$ cat src/rtl/pc_unit.sv
// Program-counter unit: registered fetch PC with prioritised next-PC selection
// (reset, trap, redirect, RAS return, stall, increment) and a circular return-address stack.
module pc_unit #(
  parameter int unsigned     XLEN      = 32,
  parameter logic [XLEN-1:0] RESET_VEC = '0,
  parameter logic [XLEN-1:0] TRAP_VEC  = XLEN'('h100),
  parameter int unsigned     INC       = 4,
  parameter int unsigned     RAS_DEPTH = 4
) (
  input  logic                        clk,
  input  logic                        rst,
  input  logic                        stall_i,
  input  logic                        trap_i,
  input  logic                        redirect_i,
  input  logic [XLEN-1:0]             redirect_pc_i,
  input  logic                        call_i,
  input  logic                        ret_i,
  output logic [XLEN-1:0]             pc_o,
  output logic [XLEN-1:0]             pc_inc_o,
  output logic [XLEN-1:0]             ras_top_o,
  output logic [$clog2(RAS_DEPTH):0]  ras_count_o,
  output logic                        misalign_o,
  output logic                        ras_underflow_o
);

  localparam int unsigned     PTR_W    = $clog2(RAS_DEPTH);
  localparam int unsigned     CNT_W    = PTR_W + 1;
  localparam logic [XLEN-1:0] LOW_MASK = XLEN'(INC - 1);
  localparam logic [CNT_W-1:0] FULL    = CNT_W'(RAS_DEPTH);

  logic [XLEN-1:0]  pc_q, pc_d;
  logic [PTR_W-1:0] top_q, top_d;
  logic [CNT_W-1:0] count_q, count_d;
  logic             misalign_q, misalign_d;
  logic             underflow_q, underflow_d;
  logic [XLEN-1:0]  ras_q [RAS_DEPTH];

  logic [XLEN-1:0]  pc_inc;
  logic [XLEN-1:0]  ras_top;
  logic [XLEN-1:0]  tgt;
  logic             load_tgt;
  logic             do_push;
  logic             do_pop;
  logic [PTR_W-1:0] push_idx;

  assign pc_inc  = pc_q + XLEN'(INC);
  assign ras_top = (count_q == '0) ? '0 : ras_q[top_q];

  // NOTE: every always_comb output gets a default first so no path leaves it unassigned (no latch).
  always_comb begin
    pc_d        = pc_q;
    top_d       = top_q;
    count_d     = count_q;
    misalign_d  = 1'b0;
    underflow_d = 1'b0;
    tgt         = '0;
    load_tgt    = 1'b0;
    do_push     = 1'b0;
    do_pop      = 1'b0;

    if (trap_i) begin
      pc_d = TRAP_VEC;
    end else if (redirect_i) begin
      tgt      = redirect_pc_i;
      load_tgt = 1'b1;
      do_push  = call_i;
    end else if (!stall_i) begin
      do_push = call_i;
      if (ret_i && count_q != '0) begin
        tgt      = ras_top;
        load_tgt = 1'b1;
        do_pop   = 1'b1;
      end else begin
        pc_d        = pc_inc;
        underflow_d = ret_i;
      end
    end

    if (load_tgt) begin
      pc_d       = tgt & ~LOW_MASK;
      misalign_d = |(tgt & LOW_MASK);
    end

    // Pop-then-push rewrites the current top in place; a lone push advances onto the oldest slot when full.
    push_idx = do_pop ? top_q : top_q + PTR_W'(1);
    if (do_push && !do_pop) begin
      top_d = top_q + PTR_W'(1);
      if (count_q != FULL) count_d = count_q + CNT_W'(1);
    end else if (do_pop && !do_push) begin
      top_d   = top_q - PTR_W'(1);
      count_d = count_q - CNT_W'(1);
    end
  end

  // NOTE: sequential state uses non-blocking assignments so all flops update together at the edge.
  always_ff @(posedge clk) begin
    if (rst) begin
      pc_q        <= RESET_VEC;
      top_q       <= '0;
      count_q     <= '0;
      misalign_q  <= 1'b0;
      underflow_q <= 1'b0;
    end else begin
      pc_q        <= pc_d;
      top_q       <= top_d;
      count_q     <= count_d;
      misalign_q  <= misalign_d;
      underflow_q <= underflow_d;
    end
  end

  // NOTE: stack storage is deliberately not reset; a zero count already hides stale entries.
  always_ff @(posedge clk) begin
    if (!rst && do_push) ras_q[push_idx] <= pc_inc;
  end

  assign pc_o            = pc_q;
  assign pc_inc_o        = pc_inc;
  assign ras_top_o       = ras_top;
  assign ras_count_o     = count_q;
  assign misalign_o      = misalign_q;
  assign ras_underflow_o = underflow_q;

endmodule

$ cat config.mk
export PLATFORM = sky130hd
export DESIGN_NAME = pc_unit
export DESIGN_NICKNAME = d
export VERILOG_FILES = /design/src/rtl/pc_unit.sv
export SDC_FILE = /design/constraint.sdc
export NUM_CORES = 1
export LEC_CHECK = 0
export BUFFER_PORTS_ARGS = -buffer_cell sky130_fd_sc_hd__buf_2
export CORE_UTILIZATION = 39
export CTS_BUF_LIST = sky130_fd_sc_hd__clkbuf_2
export DETAILED_ROUTE_END_ITERATION = 12
export GPL_ROUTABILITY_DRIVEN = 0
export HOLD_SLACK_MARGIN = 0.1
export SYNTH_ARGS = -nofsm -noshare
export SYNTH_HDL_FRONTEND = slang
export SYNTH_SLANG_ARGS = --single-unit
$ cat constraint.sdc
create_clock -name clk -period 11.1 [get_ports clk]
set_clock_uncertainty 0.2 [all_clocks]
set_input_delay 0 -clock clk [delete_from_list [all_inputs] [get_ports clk]]
set_output_delay 0 -clock clk [all_outputs]
set_load 0.02 [all_outputs]
======== Word level (Yosys, flattened, before mapping) ========
Memory sizes are Yosys's and may differ from the RTL's. A register that Yosys moved wholly into a read port is not among the register bits.
Cells that the tools add are included.
operators by class
  $add $sub $neg .......................... 5
  $mul .................................... 0
  divide/modulo/power cells ............... 0
  $lt $le $gt $ge ......................... 0
  eq/ne operators ......................... 5
  shift-type cells ........................ 0
  mux-type cells .......................... 29
  bitwise operators ....................... 4
  reductions and logical operators ........ 17
operator list
  cell                     number
  $mux W32                 10
  $add A32 B3 Y32 const B  1
  $mux W1                  11
  $mux W2                  5
  $mux W3                  3
  $ne A3 B3 Y1 const B     2
  $reduce_and A3 Y1        2
  $reduce_or A5 Y1         1
  $logic_and A1 B1 Y1      4
  $not A1 Y1               4
  $reduce_or A2 Y1         2
  $add A3 B1 Y3 const B    1
  $logic_not A1 Y1         3
  $logic_not A3 Y1         1
  $ne A3 B1 Y1 const B     1
  $ne A3 B2 Y1 const B     1
  $reduce_bool A3 Y1       1
  $reduce_or A3 Y1         1
  $sub A3 B1 Y3 const B    1
  $add A2 B1 Y2 const B    1
  $ne A2 B1 Y1 const B     1
  $reduce_and A2 Y1        1
  $reduce_bool A2 Y1       1
  $sub A2 B1 Y2 const B    1
storage, ports and cells
  bits in registers ....................... 39
  bits in latches ......................... 0
  bits in writable memories ............... 128
  ROM bits ................................ 0
  input bits .............................. 39
  output and inout bits ................... 101
  word-level logic and storage cells ...... 67
  memories ................................ 1
memories
  name   depth  width  read ports  clocked after Yosys merged registers in  write ports  RTL line  RTL
  ras_q  4      32     1           1                                        1            36        logic [XLEN-1:0] ras_q [RAS_DEPTH];

======== Longest topological paths before layout ========
  depth after elaboration ................. 11
  depth in mapped cells ................... 11

======== Least setup slack after synthesis ========
No wires, ideal clock.
  path type ............................... register to register
  start ................................... register count_q[2] (netlist: ras_count_o[2])
  end ..................................... memory ras_q[2][10], enable pin
  library setup time ...................... 455 ps
  arrival time ............................ 3396 ps
  data required time ...................... 10445 ps
  setup slack ............................. 7049 ps
  cell stages (with the launch flop) ...... 7
  period minus slack after synthesis ...... 4051 ps
  cell sequence ........................... dfxtp_1 -> or3_1 -> clkbuf_1 -> nand2_1 -> and2_1 -> mux2i_1 -> nor3_1
on the way
  word-level cells in the longest chain between the ends .. 7
RTL lines
  element                   RTL line  RTL
  start: declaration        33        logic [CNT_W-1:0] count_q, count_d;
  start signal: assignment  106       count_q <= count_d;
  $reduce_bool A3 Y1        69        if (ret_i && count_q != '0) begin
  $logic_and A1 B1 Y1       69
  $mux W1                   69
  $mux W1                   67        end else if (!stall_i) begin
  $mux W1                   63        end else if (redirect_i) begin
  $mux W1                   61        if (trap_i) begin
  $mux W2                   85        push_idx = do_pop ? top_q : top_q + PTR_W'(1);
  end: declaration          36
Every way passes these cells.

======== Worst setup path in the final report ========
  start ................................... input ret_i
  end ..................................... register pc_q[20] (netlist: pc_o[20])
on the way
  word-level cells in the longest chain between the ends .. 7
  elaborated cells between the ends (all ways) .. 14
RTL lines
  element                                                      RTL line  RTL
  start: declaration                                           17        input logic ret_i,
  $logic_and A1 B1 Y1 (*)                                      69
  $mux W1                                                      69
  $mux W1                                                      67
  $mux W1                                                      63
  $mux W1                                                      61
  $ne A3 B3 Y1 (no source line), or another cell as far along  n/a
  $reduce_and A3 Y1 (no source line)                           n/a
  end signal: assignment                                       104       pc_q <= pc_d;
  end: declaration                                             31        logic [XLEN-1:0] pc_q, pc_d;
Mark *: on every way between the ends. The rest lies on a longest branch, timed or not.
A chain may end at the register's enable or synchronous reset.

==> impl_metrics.ini <==
[run_status]
status = completed

[sta]
rsz0062_at_grt = false
min_period_ps = 4452
hold_viol = 0
slew_headroom_pct = 31.52
fmax_mhz = 224.6
fin_tns_setup_ps = 0
period_share_pct = 40.11
timing.final.max_slew_violations = 0
worst-slew-pin-transition_ps = 1025
setup_viol = 0
whs_ps = 278.3

[clock_tree]
clkTransAtPathRegs_ps = 230
clkLatencyLatePin_ps = 750
cts_made_buffers = 17
post_cts_resized = 0
cts_tree = yes
clock-root-buffer = clkbuf_2
clock_sinks = 159
htree_levels = 4
cts_max_path_buffers = 2

[critical_path]
endpoint_kind = register
cp.required_ps = 11610
path_buf_inv = 8
slowest_stage = dlygate4sd3_1
cp_top_family = buffers and inverters
critPathLaunchType = input pin
critical_path.cell_chain = dlygate4sd3_1 -> buf_2 -> dlygate4sd3_1 -> nor4b_2 -> dlygate4sd3_1 -> nand2_1 -> inv_1 -> a221oi_1 -> dlygate4sd3_1 -> o21a_1 -> dlygate4sd3_1 -> nor3_1 -> dlygate4sd3_1
cpPeakStageDelay_ps = 670
crit_fanout = 14
crit_path_frequent_cell = dlygate4sd3_1
critPathArrivalTime_ps = 4960
critical_path_class = in2reg

[synth]
yosys_register_bits = 159
synth_commonest_cells = 120 x edfxtp_1, 39 x dfxtp_1, 39 x nor2_1
yosysTopAreaCell = edfxtp_1
synth_top_cell_area_share_pct = 47.49
yosysMostFrequentCell = edfxtp_1
async_flop_share_pct = 0
syn_area_um2 = 7587
synth_area_leaders = edfxtp_1 47%, dfxtp_1 10%, mux4_2 8.9%
synth_seq_area_share_pct = 57.78
synth_edf_count = 120
yosysUniqueCellTypes = 66
netlist_instances = 591
ys_warn_count = 0
syn_area_per_cell_um2 = 12.84
synthFlopType = edfxtp_1

[power]
p_per_area_nw_per_um2 = 121.2
switching_share_pct = 29.56
pwr-share-clk_pct = 25.5
power.leakage_nw = 3.842
combPwrFrac_pct = 19.4
p_sw_w = 0.0003596
internal_power_w = 0.0008568
max-vdd-ir-drop_mv = 0.05108
pwr-share-seq_pct = 55.2
p_total_w = 0.001216

[detailed_routing]
avgViaCountPerCell = 5.535
ant_nets = 0
vias = 6216
totalWireLength_um = 22960
drtIter0Drc = 626
firstDrtPassIters = 5
drcViolationCount = 0
drt-wirelength-per-cell_um = 20.45

[place]
dp_cells = 957
dp_hpwl_um = 14640
io_buffers = 133

[grt]
grt_pass1_vias = 6270
grt_max_degree = 36
antenna_found_initial = 1
grt_usage_pct = 23.63
gr-total-overflow = 0
grt_pass1_wl_um = 35230

[cells_and_area]
drive_gt1_share_pct = 27.26
final_cells = 1123
syn_to_final_growth_pct = 32.29
nets = 893

[die]
core_um2 = 18890
start_util_pct = 40.16
ios = 140
core.rowCount = 50
die_h_um = 141.5
dieWidth_um = 141.5
die-area_um2 = 20020

[min_path]
hp-class = in2reg

[flow_run]
drv_cap = 0
-- power groups by stage --
stage	clock (W)	combinational, W	sequential, W
after CTS	0.000314	0.000233	0.000670
after detailed placement	0	0.000194	0.000683
after global routing	0.000334	0.000252	0.000673
after global placement	0	0.000192	0.000682
final	0.000310	0.000236	0.000671
after floorplan	0	0.000122	0.000686
-- through the flow --
step,utilization [%],worst slack [ps],instance area (µm²)
6_report,53.13,6648,10040
5_1_grt,53.13,6503,10040
4_1_cts,53.11,6834,10030
3_5_place_dp,44.85,8129,8474
3_3_place_gp,44.85,8206,8474
2_1_floorplan,-,7049,7606
-- cells by family after synthesis --
| kind of cell | after synthesis | synth area share, % |
|---|---|---|
| and+or+nand+nor | 186 | 13.80 |
| AOI/OAI and AO/OA | 115 | 10.64 |
| adders and majority gates | 5 | 0.8245 |
| xor gates and xnor gates | 28 | 3.232 |
| DFF | 159 | 57.78 |
| other | 1 | 0.04942 |
| buffers and inverters | 62 | 4.106 |
| muxes | 35 | 9.565 |
-- per-layer routing --
layer | track usage, % | part of all wire [%] | vias to the layer above | wire length (µm)
li1 | - | - | 2798 | -
met1 | 30.71 | 43 | 3097 | 9779
met2 | 39.06 | 48 | 284 | 11100
met3 | 4.759 | 7.0 | 37 | 1609
met4 | 9.055 | 2.1 | 0 | 477
met5 | 0 | 0 | - | 0
-- area by class of cell --
type / count / area (µm²)
clock inverters: 15 / 143.9
flip-flops and latches: 159 / 4385
inverters: 17 / 63.81
fillers: 1678 / 8856
repair buffers: 279 / 2095
diodes: 1 / 2.502
clock buffers: 17 / 85.08
well taps: 260 / 325.3
multi-input cells: 375 / 2937
-- flip-flops by register name (all words and copies together), names as in the netlist, named ones only --
signal,count
misalign_o,1
ras_q,120
ras_underflow_o,1
ras_count_o,3
pc_o,30
top_q,2
-- path summary, 6_finish.rpt --
kind | end | slack, ps | cells past startpoint | startpoint
worst max-delay path | pc_o[20] | 6650 | 13 | ret_i
worst min-delay path | pc_o[22] | 280 | 5 | redirect_pc_i[22]
worst max register to register | pc_o[20] | 6920 | 10 | ras_count_o[0]
worst min register to register | top_q[1] | 410 | 2 | top_q[1]
-- cell usage in the layout (no fill, tap or decap), drive strengths merged, types with 11 or more instances in the layout --
cell	count
edfxtp	120
nor2	39
inv	19
nor4	11
buf	146
nor3	20
nand2	19
nand3	17
o21ai	20
a21oi	26
clkbuf	17
and2	32
mux4	30
dfxtp	39
dlygate4sd3	133
xnor2	21
a221oi	11
nand4	11
-- worst register-to-register path, stage by stage, from the launching register on --
cell           delay, ps
dfxtp_1              480
or3_1                140
buf_4                320
nand2_1              300
inv_1                480
a221oi_1             200
dlygate4sd3_1        620
o21a_1               120
dlygate4sd3_1        560
nor3_1               170
dlygate4sd3_1        570
-- what timing repair did --
action	in CTS	in global routing
hold buffers	133	0
buffers inserted	0	0
hold endpoints to repair	99	0
No activity file was read; power rests on OpenSTA's default activity.
